## config.mk

```make
export PLATFORM = sky130hd
export DESIGN_NAME = fetch_unit
export DESIGN_NICKNAME = d
export VERILOG_FILES = /design/src/rtl/fetch_pkg.sv /design/src/rtl/instr_mem.sv /design/src/rtl/fetch_unit.sv
export SDC_FILE = /design/constraint.sdc
export NUM_CORES = 1
export LEC_CHECK = 0
export BUFFER_PORTS_ARGS = -buffer_cell sky130_fd_sc_hd__buf_2
export CAP_MARGIN = 20
export CORE_AREA = 3 3 179 181
export DETAILED_ROUTE_END_ITERATION = 16
export DIE_AREA = 0 0 182 184
export GPL_TIMING_DRIVEN = 0
export PLACE_DENSITY = 0.63
export SYNTH_ARGS = -nofsm -noshare
export SYNTH_HDL_FRONTEND = slang
export SYNTH_SLANG_ARGS = --single-unit
```

## constraint.sdc

```tcl
create_clock -name clk -period 3.25 [get_ports clk]
set_clock_uncertainty 0.2 [all_clocks]
set_input_delay 0.1625 -clock clk [delete_from_list [all_inputs] [get_ports clk]]
set_output_delay 0.1625 -clock clk [all_outputs]
set_load 0.01 [all_outputs]
```

## src/rtl/fetch_pkg.sv

```systemverilog
// fetch_pkg: shared definitions for the instruction-fetch slice.
//   fetch_state_e - fetch sequencer states (IDLE, VALID, HALTED)
//   DEF_*         - default widths and reset PC used by fetch_unit and instr_mem
package fetch_pkg;

  typedef enum logic [1:0] {
    ST_IDLE   = 2'd0,
    ST_VALID  = 2'd1,
    ST_HALTED = 2'd2
  } fetch_state_e;

  localparam int unsigned DEF_INSTR_W  = 16;
  localparam int unsigned DEF_ADDR_W   = 4;
  localparam int unsigned DEF_COUNT_W  = 16;
  localparam int unsigned DEF_RESET_PC = 0;

endpackage

```

## src/rtl/instr_mem.sv

```systemverilog
// instr_mem: synchronous single-write / single-read RAM, read-before-write.
// Ports:
//   clk, reset      - clock; reset clears only the read register, never the array
//   we/waddr/wdata  - write port, takes effect at the clock edge
//   re/raddr        - read request; rdata_q updates at the next edge when re=1
//   rdata_q         - registered read data, held while re=0
module instr_mem
  import fetch_pkg::*;
#(
  parameter int unsigned INSTR_W = DEF_INSTR_W,
  parameter int unsigned ADDR_W  = DEF_ADDR_W
) (
  input  logic               clk,
  input  logic               reset,
  input  logic               we,
  input  logic [ADDR_W-1:0]  waddr,
  input  logic [INSTR_W-1:0] wdata,
  input  logic               re,
  input  logic [ADDR_W-1:0]  raddr,
  output logic [INSTR_W-1:0] rdata_q
);

  logic [INSTR_W-1:0] mem [2**ADDR_W];

  // Array write is independent of reset so program contents survive it.
  always_ff @(posedge clk) begin
    if (we) mem[waddr] <= wdata;
  end

  // Nonblocking update: a same-address read in the write cycle sees old data.
  always_ff @(posedge clk) begin
    if (reset)   rdata_q <= '0;
    else if (re) rdata_q <= mem[raddr];
  end

endmodule

```

## src/rtl/fetch_unit.sv

```systemverilog
// fetch_unit: instruction-fetch sequencer. Holds the PC and instruction memory
// and streams {out_pc, out_instr} to decode over a valid/ready handshake.
// Ports:
//   clk, reset                       - clock, synchronous active-high reset
//   imem_we/imem_waddr/imem_wdata    - program-load write port
//   run, halt_req                    - start/resume, stop after next handshake
//   redirect_valid, redirect_pc      - branch redirect of the fetch stream
//   out_valid/out_ready/out_instr/out_pc - decode-side handshake
//   pc, halted, pc_wrapped, fetch_count  - status
// Optional feature: define FETCH_WRAP_HALT_EN to halt after the instruction at
// the last address is handshaken instead of continuing from address 0.
module fetch_unit
  import fetch_pkg::*;
#(
  parameter int unsigned INSTR_W  = DEF_INSTR_W,
  parameter int unsigned ADDR_W   = DEF_ADDR_W,
  parameter int unsigned RESET_PC = DEF_RESET_PC,
  parameter int unsigned COUNT_W  = DEF_COUNT_W
) (
  input  logic               clk,
  input  logic               reset,
  input  logic               imem_we,
  input  logic [ADDR_W-1:0]  imem_waddr,
  input  logic [INSTR_W-1:0] imem_wdata,
  input  logic               run,
  input  logic               halt_req,
  input  logic               redirect_valid,
  input  logic [ADDR_W-1:0]  redirect_pc,
  output logic               out_valid,
  input  logic               out_ready,
  output logic [INSTR_W-1:0] out_instr,
  output logic [ADDR_W-1:0]  out_pc,
  output logic [ADDR_W-1:0]  pc,
  output logic               halted,
  output logic               pc_wrapped,
  output logic [COUNT_W-1:0] fetch_count
);

  localparam logic [ADDR_W-1:0] PC_MAX = '1;

  function automatic logic [COUNT_W-1:0] sat_inc(input logic [COUNT_W-1:0] v);
    return (v == '1) ? v : v + COUNT_W'(1);
  endfunction

  fetch_state_e       state_q, state_d;
  logic [ADDR_W-1:0]  pc_q, pc_d;
  logic [ADDR_W-1:0]  out_pc_q, out_pc_d;
  logic               wrapped_q, wrapped_d;
  logic [COUNT_W-1:0] count_q, count_d;
  logic               load;
  logic [ADDR_W-1:0]  load_addr;
  logic               hs;

  assign hs = (state_q == ST_VALID) && out_ready;

  // State and datapath registers.
  always_ff @(posedge clk) begin
    if (reset) begin
      state_q   <= ST_IDLE;
      pc_q      <= ADDR_W'(RESET_PC);
      out_pc_q  <= '0;
      wrapped_q <= 1'b0;
      count_q   <= '0;
    end else begin
      state_q   <= state_d;
      pc_q      <= pc_d;
      out_pc_q  <= out_pc_d;
      wrapped_q <= wrapped_d;
      count_q   <= count_d;
    end
  end

  // Next-state and next-PC logic. A "load" fetches load_addr into the output
  // register and advances the PC past it.
  always_comb begin
    state_d   = state_q;
    pc_d      = pc_q;
    out_pc_d  = out_pc_q;
    wrapped_d = wrapped_q;
    count_d   = count_q;
    load      = 1'b0;
    load_addr = pc_q;

    case (state_q)
      ST_IDLE: begin
        if (run) begin
          load      = 1'b1;
          load_addr = redirect_valid ? redirect_pc : pc_q;
        end else if (redirect_valid) begin
          pc_d = redirect_pc;
        end
      end
      ST_VALID: begin
        if (halt_req && hs) begin
          // Halt owns the state; a simultaneous redirect only retargets the PC.
          state_d = ST_HALTED;
          if (redirect_valid) pc_d = redirect_pc;
        end else if (redirect_valid) begin
          load      = 1'b1;
          load_addr = redirect_pc;
        end else if (hs) begin
`ifdef FETCH_WRAP_HALT_EN
          if (out_pc_q == PC_MAX) begin
            state_d = ST_HALTED;
          end else begin
            load      = 1'b1;
            load_addr = pc_q;
          end
`else
          load      = 1'b1;
          load_addr = pc_q;
`endif
        end
      end
      ST_HALTED: begin
        if (run) begin
          load      = 1'b1;
          load_addr = pc_q;
        end
      end
      default: state_d = ST_IDLE;
    endcase

    if (load) begin
      state_d  = ST_VALID;
      out_pc_d = load_addr;
      pc_d     = load_addr + ADDR_W'(1);
      if (load_addr == PC_MAX) wrapped_d = 1'b1;
    end

    if (hs) count_d = sat_inc(count_q);
  end

  // Outputs decoded from state.
  always_comb begin
    out_valid = (state_q == ST_VALID);
    halted    = (state_q == ST_HALTED);
  end

  assign pc          = pc_q;
  assign out_pc      = out_pc_q;
  assign pc_wrapped  = wrapped_q;
  assign fetch_count = count_q;

  instr_mem #(
    .INSTR_W (INSTR_W),
    .ADDR_W  (ADDR_W)
  ) u_imem (
    .clk     (clk),
    .reset   (reset),
    .we      (imem_we),
    .waddr   (imem_waddr),
    .wdata   (imem_wdata),
    .re      (load),
    .raddr   (load_addr),
    .rdata_q (out_instr)
  );

endmodule

```

# == Word level (Yosys, flattened, before mapping) ==
# Memory sizes are Yosys's and may differ from the RTL's. A register that Yosys moved wholly into a read port is not among the register bits.
# Index checks and enable logic that the tools add are counted.
# Widths: inputs -> output; s select.
# classes
n_eq_ne,8
n_mux,18
n_addsub,2
n_bitwise,2
reduce_logical,11
# ops
op,count
$mux 4,6
$add 16x1->16 const B,1
$eq 16x16->1 const B,1
$pmux 4 s2,2
$reduce_and 2->1,4
$mux 1,7
$add 4x1->4 const B,1
$eq 4x4->1 const B,1
$ne 2x1->1 const B,2
$pmux 2 s2,1
$reduce_or 2->1,2
$ne 3x1->1 const B,1
$ne 3x3->1 const B,1
$reduce_and 3->1,1
$reduce_bool 3->1,1
$eq 2x1->1 const B,1
$eq 2x2->1 const B,1
$logic_and 1x1->1,2
$logic_not 2->1,1
$mux 2,1
$not 1->1,2
$pmux 1 s2,1
# word_totals
inputBits,31
memories,1
wordCells,48
ff_bits,27
ramBits,256
# mem_list
name,words,width,read_ports,rd_ports_with_merged_regs,wr,line_no,rtl
u_imem.mem,16,16,1,1,1,instr_mem.sv:23,logic [INSTR_W-1:0] mem [2**ADDR_W];

# == Logic depth before layout (Yosys ltp) ==
# Gate-level depths: netlist of the first run.
# depth
ltp_word,8
depth_mapped,11
ltp_nobuf,8

# == Modules after synthesis ==
# A second synthesis of the first run with hierarchy kept.
# unflattened
cells_unflattened,788
area_unflattened_um2,12100.4
# modules_own_cells
module,cells_each,n_inst,area_each_um2,seq_area_each_um2
instr_mem,606,1,10543.9,8007.7
fetch_unit,182,1,1556.5,540.5

# == Worst setup path after synthesis of the first run ==
# Ideal clock, no wire load.
# synth_path
path_kind,register to register
startpoint,register state_q[0]
endpoint,"register pc_q[2], in the netlist pc[2]"
setup_ns,0.115
path_stages_with_launch,11
path_slack_ns,0.768
arrival_ns,2.167
synth_period_minus_slack_ns,2.482
cell_sequence,dfxtp_1 -> o21ba_1 -> buf_4 -> a21o_1 -> nand2_2 -> buf_4 -> buf_2 -> inv_1 -> ha_1 -> a22o_1 -> a2111oi_0
# synth_between
elab_chain_len,8
word_cells_on_any_way,19
# synth_lines
item,line_no,rtl
from (decl),fetch_unit.sv:45,"fetch_state_e state_q, state_d;"
from (signal assigned),fetch_unit.sv:65,state_q <= state_d;
"parallel branches: the longest is 8 deep, another holds $add 4x1->4",--,
to (signal assigned),fetch_unit.sv:60,pc_q <= ADDR_W'(RESET_PC);
to (signal assigned),fetch_unit.sv:66,pc_q <= pc_d;
to (decl),fetch_unit.sv:46,"logic [ADDR_W-1:0] pc_q, pc_d;"
# Parallel ways; which one is timed is not known.
# A chain may end at the register's enable or synchronous reset.

# == Final worst setup path of the first run ==
# layout_path
startpoint,register state_q[0]
endpoint,register u_imem.rdata_q[9] (read register of u_imem.mem)
# layout_between
elab_chain_len,6
word_cells_on_any_way,12
# layout_lines
item,line_no,rtl
$eq 2x1->1,"fetch_unit.sv:54, fetch_unit.sv:84",
$logic_and 1x1->1,fetch_unit.sv:54,assign hs = (state_q == ST_VALID) && out_ready;
$mux 1,fetch_unit.sv:101,end else if (hs) begin
$mux 1,fetch_unit.sv:98,end else if (redirect_valid) begin
$mux 1,fetch_unit.sv:94,if (halt_req && hs) begin
$pmux 1 s2,fetch_unit.sv:84,case (state_q)
to (decl),instr_mem.sv:20,output logic [INSTR_W-1:0] rdata_q
# Parallel ways exist; a longest one is shown, timed or not.

==> results of run 1 <==
power by group through the flow:
stage	clock network, mW	registers, mW	logic, mW
floorplan	0	4.41	0.703
global placement	0	4.41	1.11
detailed placement	0	4.41	1.14
CTS	3.28	4.33	1.17
global route	3.43	4.34	1.27
finish	3.22	4.33	1.17
metrics by stage:
step                      worst slack (ns)  hold WS, ns  std cells  TNS [ns]
final                               0.3012      0.03937       1408         0
after global routing                0.1048      0.05096       1408         0
after CTS                           0.1413      0.01748       1409         0
after detailed placement            0.1571       0.2536       1321         0
after global placement             -0.4246       0.2460       1311    -6.766
after floorplan                     0.7685      0.06137        844         0
Yosys cell counts (16+ instances only):
library cell / count / area, um^2
nand4_1: 20 / 125.1
a31oi_1: 17 / 106.4
mux2_2: 50 / 563.0
nand2_1: 23 / 86.33
buf_2: 18 / 90.09
nand3_1: 57 / 285.3
clkbuf_1: 25 / 93.84
a211o_1: 31 / 271.5
dfxtp_1: 43 / 860.8
and3_1: 34 / 212.7
o21ai_0: 40 / 200.2
mux2i_1: 24 / 240.2
edfxtp_1: 256 / 7687
nor2_1: 55 / 206.5
o21a_1: 16 / 120.1
flip-flops by register name, indices dropped and copies added, names as in the netlist:
| signal | flops |
|---|---|
| out_pc | 4 |
| fetch_count | 16 |
| u_imem.mem | 256 |
| pc | 4 |
| pc_wrapped | 1 |
| state_q | 2 |
| u_imem.rdata_q | 16 |
path summary, 6_finish.rpt:
path / startpoint / end / slack, ns
hold reg to reg: out_pc[1] / out_pc[1] / 0.26
setup reg to reg: state_q[0] / u_imem.rdata_q[9] / 0.30
hold / removal: redirect_pc[3] / pc[3] / 0.04
setup / recovery: state_q[0] / u_imem.rdata_q[9] / 0.30
layout make-up:
cell class	count	area, um^2	share of cell area
Tap cell	396	495.5	0.03430
Buffer	52	265.3	0.01836
Inverter	8	30.03	0.002079
Timing Repair Buffer	113	795.8	0.05509
Clock inverter	8	52.55	0.003638
Sequential cell	299	8548	0.5918
Clock buffer	48	859.6	0.05951
Multi-Input combinational cell	484	3398	0.2353
cell usage in the layout, fill, tap and decap left out, drive strengths merged, types with 15 or more instances in the layout:
cell type / synthesis / routed
o21ai: 42 / 42
nand2: 24 / 24
mux2: 50 / 50
a222oi: 15 / 15
dfxtp: 43 / 43
mux2i: 25 / 25
clkbuf: 25 / 73
o21a: 16 / 16
edfxtp: 256 / 256
dlygate4sd3: 0 / 32
buf: 28 / 108
nor2: 55 / 55
a311oi: 15 / 15
nand3: 59 / 59
a31oi: 17 / 17
nand4: 20 / 20
a211o: 31 / 31
and3: 34 / 34
critical path: stages, from the launching register on:
cell      delay [ns]
dfxtp_1         0.44
o21ba_1         0.17
buf_4           0.15
nand3_4         0.14
nor3_1          0.20
a21o_1          0.33
clkbuf_1        0.62
a222oi_1        0.26
a311oi_1        0.33
cells by family (layout without fill, tap and decap cells):
group	after synthesis	in the layout	synth area share
buffers and inverters	61	229	0.02461
adder cells (fa/ha/maj)	2	2	0.002051
flip-flops	299	299	0.7006
AND/OR/NAND/NOR	223	223	0.09403
AO/OA/AOI/OAI	173	173	0.1039
XOR/XNOR	11	11	0.007896
multiplexers	75	75	0.06696
layer usage:
layer,GRT usage,up-vias,share of wire
li1,-,3633,-
met1,0.2496,3933,0.45
met2,0.2841,248,0.47
met3,0.02454,49,0.058
met4,0.04418,0,0.024
met5,0,-,0
what timing repair did:
action                                 in CTS  in global routing
hold buffers                               32                  0
gates resized for setup                     0                  0
endpoints found under the hold margin     297                  0
setup endpoints to repair                   0                  1
==> run_results.csv, run 1 <==
group,metric,value,unit
status,outcome,"finished clean",
global_routing,grt_pass1_wl,45600,um
power_and_ir_drop,power.switching,2.198,mW
place,io_buffer_count,71,
layout,fillCellCount,2704,
worst_setup_path,critPathMaxFanout,10,
yosys,syn-mean-instance-area,14.46,um^2
detailed_routing,drt_iter0_drc,719,
sta,slew_headroom,0.3332,
sta,final.min_clock_period,2.949,ns
place,globalplace.congestion,0.8053,
clock_tree,path_clk_slew,0.06,ns
power_and_ir_drop,p_seq_frac,0.497,
yosys,synth-edff-count,256,
global_routing,grt_max_degree,17,
floorplanning,die_h,184,um
worst_setup_path,reg2reg_depth,8,
layout,stdcell_area,14450,um^2
detailed_routing,drcViolationCount,0,
global_routing,antenna_found_initial,0,
power_and_ir_drop,p_total,8.724,mW
power_and_ir_drop,p_leak,5.004,nW
global_routing,track_usage,0.1747,
power_and_ir_drop,swShare,0.2520,
detailed_routing,avgRoutedWirePerCell,21.26,um
sta,slew_violations,0,
worst_hold_path,hold_path.class,"in -> reg",
sta,fin_crit_sh,0.9073,
detailed_routing,drtAntennaViolNets,0,
clock_tree,numCtsBuffers,30,
floorplanning,rows,64,
power_and_ir_drop,internal_power,6.526,mW
detailed_routing,via_count,7863,
clock_tree,cts_tree,"yes",
layout,drive_gt1_frac,0.2164,
global_routing,first_global_vias,7693,
clock_tree,htreeDepth,1,
detailed_routing,via_per_inst,5.585,
sta,worst_slew_pin_slew,0.9991,ns
layout,area_growth_syn_to_layout,18.39,%
yosys,netlist_area,12200,um^2
run,drv_cap,0,
clock_tree,post_cts_buffers,0,
clock_tree,root_buffer,"clkbuf_16",
detailed_routing,wl,29940,um
floorplanning,core,30590,um^2
floorplanning,dieArea,33490,um^2
sta,setup_viol,0,
worst_hold_path,worstHoldPathCells,5,
place,place_hpwl,20460,um
worst_setup_path,crit_type,"reg -> reg",
sta,grt_setup_unrepaired,"no",
yosys,synthArstFlopShare,0,
yosys,synth-warning-count,0,
yosys,synth_ff_type,"edfxtp_1",
worst_setup_path,crit_path_start_kind,"flop",
clock_tree,cts_buffer_depth,3,
power_and_ir_drop,p_comb_frac,0.134,
global_routing,overflow,0,
layout,n_antenna_cell,0,
worst_setup_path,crit_arrival,3.21,ns
clock_tree,insertion_delay,0.56,ns
power_and_ir_drop,p_clk_frac,0.369,
floorplanning,start_util,0.3989,
detailed_routing,drt_pre_antenna_iters,5,
floorplanning,num_io_pins,74,
layout,utilization,0.4722,
yosys,ys_ff_latch,299,
yosys,yosysUniqueCellTypes,59,
place,placed_area,13220,um^2
layout,final_nets,1021,
sta,hold_viol_final,0,
sta,max_freq,339.1,MHz
yosys,ys_seq_area_frac,0.7006,
power_and_ir_drop,p_per_area,604.0,nW/um^2
clock_tree,cts.sinks,299,
worst_setup_path,critPathRequiredTime,3.51,ns
yosys,postSynthCellCount,844,
power_and_ir_drop,ir_drop,0.0004597,V
yosys,syn-num-nets,877,
floorplanning,die_w,182,um
worst_setup_path,cp-end-kind,"flop",
Note: power is estimated with default switching activity, not from simulation.
==> run 2, diff against run 1 <==
- MAX_ROUTING_LAYER: unset -> met4
==> run 2 against run 1 <==
Maximum frequency up 0.22%. Worst hold slack better by 0.00070 ns. Combinational power about the same. Setup slack better by 0.0064 ns. Utilization unchanged. Sequential power about the same. First-iteration DRC count down 3.5%.
==> run_results.csv, run 2 (synthesis gave the netlist of run 1 again) <==
group,metric,value,unit
layout,top_register,"u_imem.mem",
power_and_ir_drop,power.switching,2.185,mW
worst_setup_path,critPathRequiredTime,3.51,ns
sta,fin_crit_sh,0.9054,
sta,slew_violations,0,
power_and_ir_drop,p_clk_frac,0.368,
layout,register_area,8548,um^2
layout,area_growth_syn_to_layout,18.39,%
layout,layout_commonest_cell,"edfxtp_1",
global_routing,grt_pass1_wl,45570,um
power_and_ir_drop,internal_power,6.526,mW
status,outcome,"finished clean",
layout,utilization,0.4722,
global_routing,track_usage,0.1801,
sta,slew_headroom,0.3171,
worst_setup_path,critPathMaxFanout,10,
layout,fillCellCount,2704,
worst_setup_path,reg2reg_depth,9,
worst_setup_path,crit_type,"reg -> reg",
sta,worst_slew_pin_slew,1.023,ns
detailed_routing,avgRoutedWirePerCell,21.27,um
layout,largest_reg_flops,256,
sta,max_freq,339.9,MHz
floorplanning,start_util,0.3989,
layout,final_nets,1021,
floorplanning,die_h,184,um
power_and_ir_drop,p_leak,5.004,nW
floorplanning,core,30590,um^2
power_and_ir_drop,swShare,0.2508,
layout,final_cell_mix,"256 x edfxtp_1, 88 x buf_2, 57 x nand3_1, 50 x mux2_2, 45 x nor2_1",
detailed_routing,via_per_inst,5.572,
layout,drive_gt1_frac,0.2164,
power_and_ir_drop,p_comb_frac,0.134,
clock_tree,root_buffer,"clkbuf_16",
clock_tree,path_clk_slew,0.06,ns
place,pre_cts_ws,0.1571,ns
sta,setup_viol,0,
place,globalplace.congestion,0.8171,
floorplanning,rows,64,
global_routing,first_global_vias,7711,
worst_setup_path,crit_path_start_kind,"flop",
clock_tree,insertion_delay,0.56,ns
worst_setup_path,crit_arrival,3.20,ns
place,io_buffer_count,71,
detailed_routing,drt_iter0_drc,694,
global_routing,grt_max_degree,17,
floorplanning,die_w,182,um
run,drv_cap,0,
worst_setup_path,cp-end-kind,"flop",
clock_tree,htreeDepth,1,
sta,fin_hold_ws,0.04006,ns
sta,fin_ws,0.3076,ns
sta,hold_viol_final,0,
global_routing,antenna_found_initial,0,
clock_tree,cts_buffer_depth,3,
global_routing,overflow,0,
detailed_routing,drt_pre_antenna_iters,5,
clock_tree,cts_tree,"yes",
worst_setup_path,startpoint,"state_q[0]",
place,place_hpwl,20460,um
clock_tree,cts_resized,0,
detailed_routing,drtAntennaViolNets,0,
worst_hold_path,worstHoldPathCells,5,
sta,final.min_clock_period,2.942,ns
power_and_ir_drop,p_seq_frac,0.497,
power_and_ir_drop,p_per_area,603.1,nW/um^2
clock_tree,cts.sinks,299,
detailed_routing,wl,29940,um
layout,multi_input_area,3398,um^2
floorplanning,dieArea,33490,um^2
floorplanning,num_io_pins,74,
sta,grt_setup_unrepaired,"no",
detailed_routing,drcViolationCount,0,
worst_hold_path,hold_path.class,"in -> reg",
worst_hold_path,min_from,"redirect_pc[3]",
power_and_ir_drop,ir_drop,0.0004594,V
detailed_routing,via_count,7845,
clock_tree,numCtsBuffers,30,
layout,n_antenna_cell,0,
worst_setup_path,r2r_start,"state_q[0]",
[run 2: path summary, 6_finish.rpt]
check,to,slack (ns)
max,u_imem.rdata_q[9],0.31
min,pc[3],0.04
min reg2reg,out_pc[1],0.26
max reg2reg,u_imem.rdata_q[9],0.31
[run 2: power by group through the flow]
stage          combinational [mW]  clock, mW  sequential, mW
2_1_floorplan               0.703          0            4.41
3_3_place_gp                 1.11          0            4.41
3_5_place_dp                 1.14          0            4.41
4_1_cts                      1.17       3.28            4.33
5_1_grt                      1.27       3.43            4.34
6_report                     1.17       3.21            4.33
[run 2: what timing repair did]
item | in CTS | in global routing
buffers inserted | 0 | 0
setup endpoints to repair | 0 | 1
hold endpoints to repair | 297 | 0
hold buffers | 32 | 0
[run 2: area by class of cell]
| cell class | count | area share |
|---|---|---|
| Clock buffer | 48 | 0.05951 |
| Sequential cell | 299 | 0.5918 |
| Tap cell | 396 | 0.03430 |
| Timing Repair Buffer | 113 | 0.05509 |
| Clock inverter | 8 | 0.003638 |
| Buffer | 52 | 0.01836 |
| Inverter | 8 | 0.002079 |
| Multi-Input combinational cell | 484 | 0.2353 |
[run 2: worst max-delay path: stages (launching register included)]
cell      delay (ns)
dfxtp_1         0.44
o21ba_1         0.17
buf_4           0.15
nand3_4         0.14
buf_6           0.19
mux2i_1         0.13
inv_1           0.24
clkbuf_1        0.55
a222oi_1        0.29
a311oi_1        0.33
[run 2: metal layers]
metal	global-route usage	part of all wire	vias to the layer above
met5	-	0	-
met3	0.02374	0.054	54
met2	0.2844	0.47	244
li1	-	-	3631
met1	0.2498	0.45	3916
met4	0.04418	0.024	0
[run 2: per-stage QoR]
| stage | setup TNS [ns] | total power [mW] | area [um^2] | cells |
|---|---|---|---|---|
| final | 0 | 8.711 | 14450 | 1408 |
| after global routing | 0 | 9.044 | 14450 | 1408 |
| after CTS | 0 | 8.783 | 14450 | 1409 |
| after detailed placement | 0 | 5.552 | 13220 | 1321 |
| after global placement | -6.766 | 5.525 | 13050 | 1311 |
| after floorplan | 0 | 5.115 | 12200 | 844 |
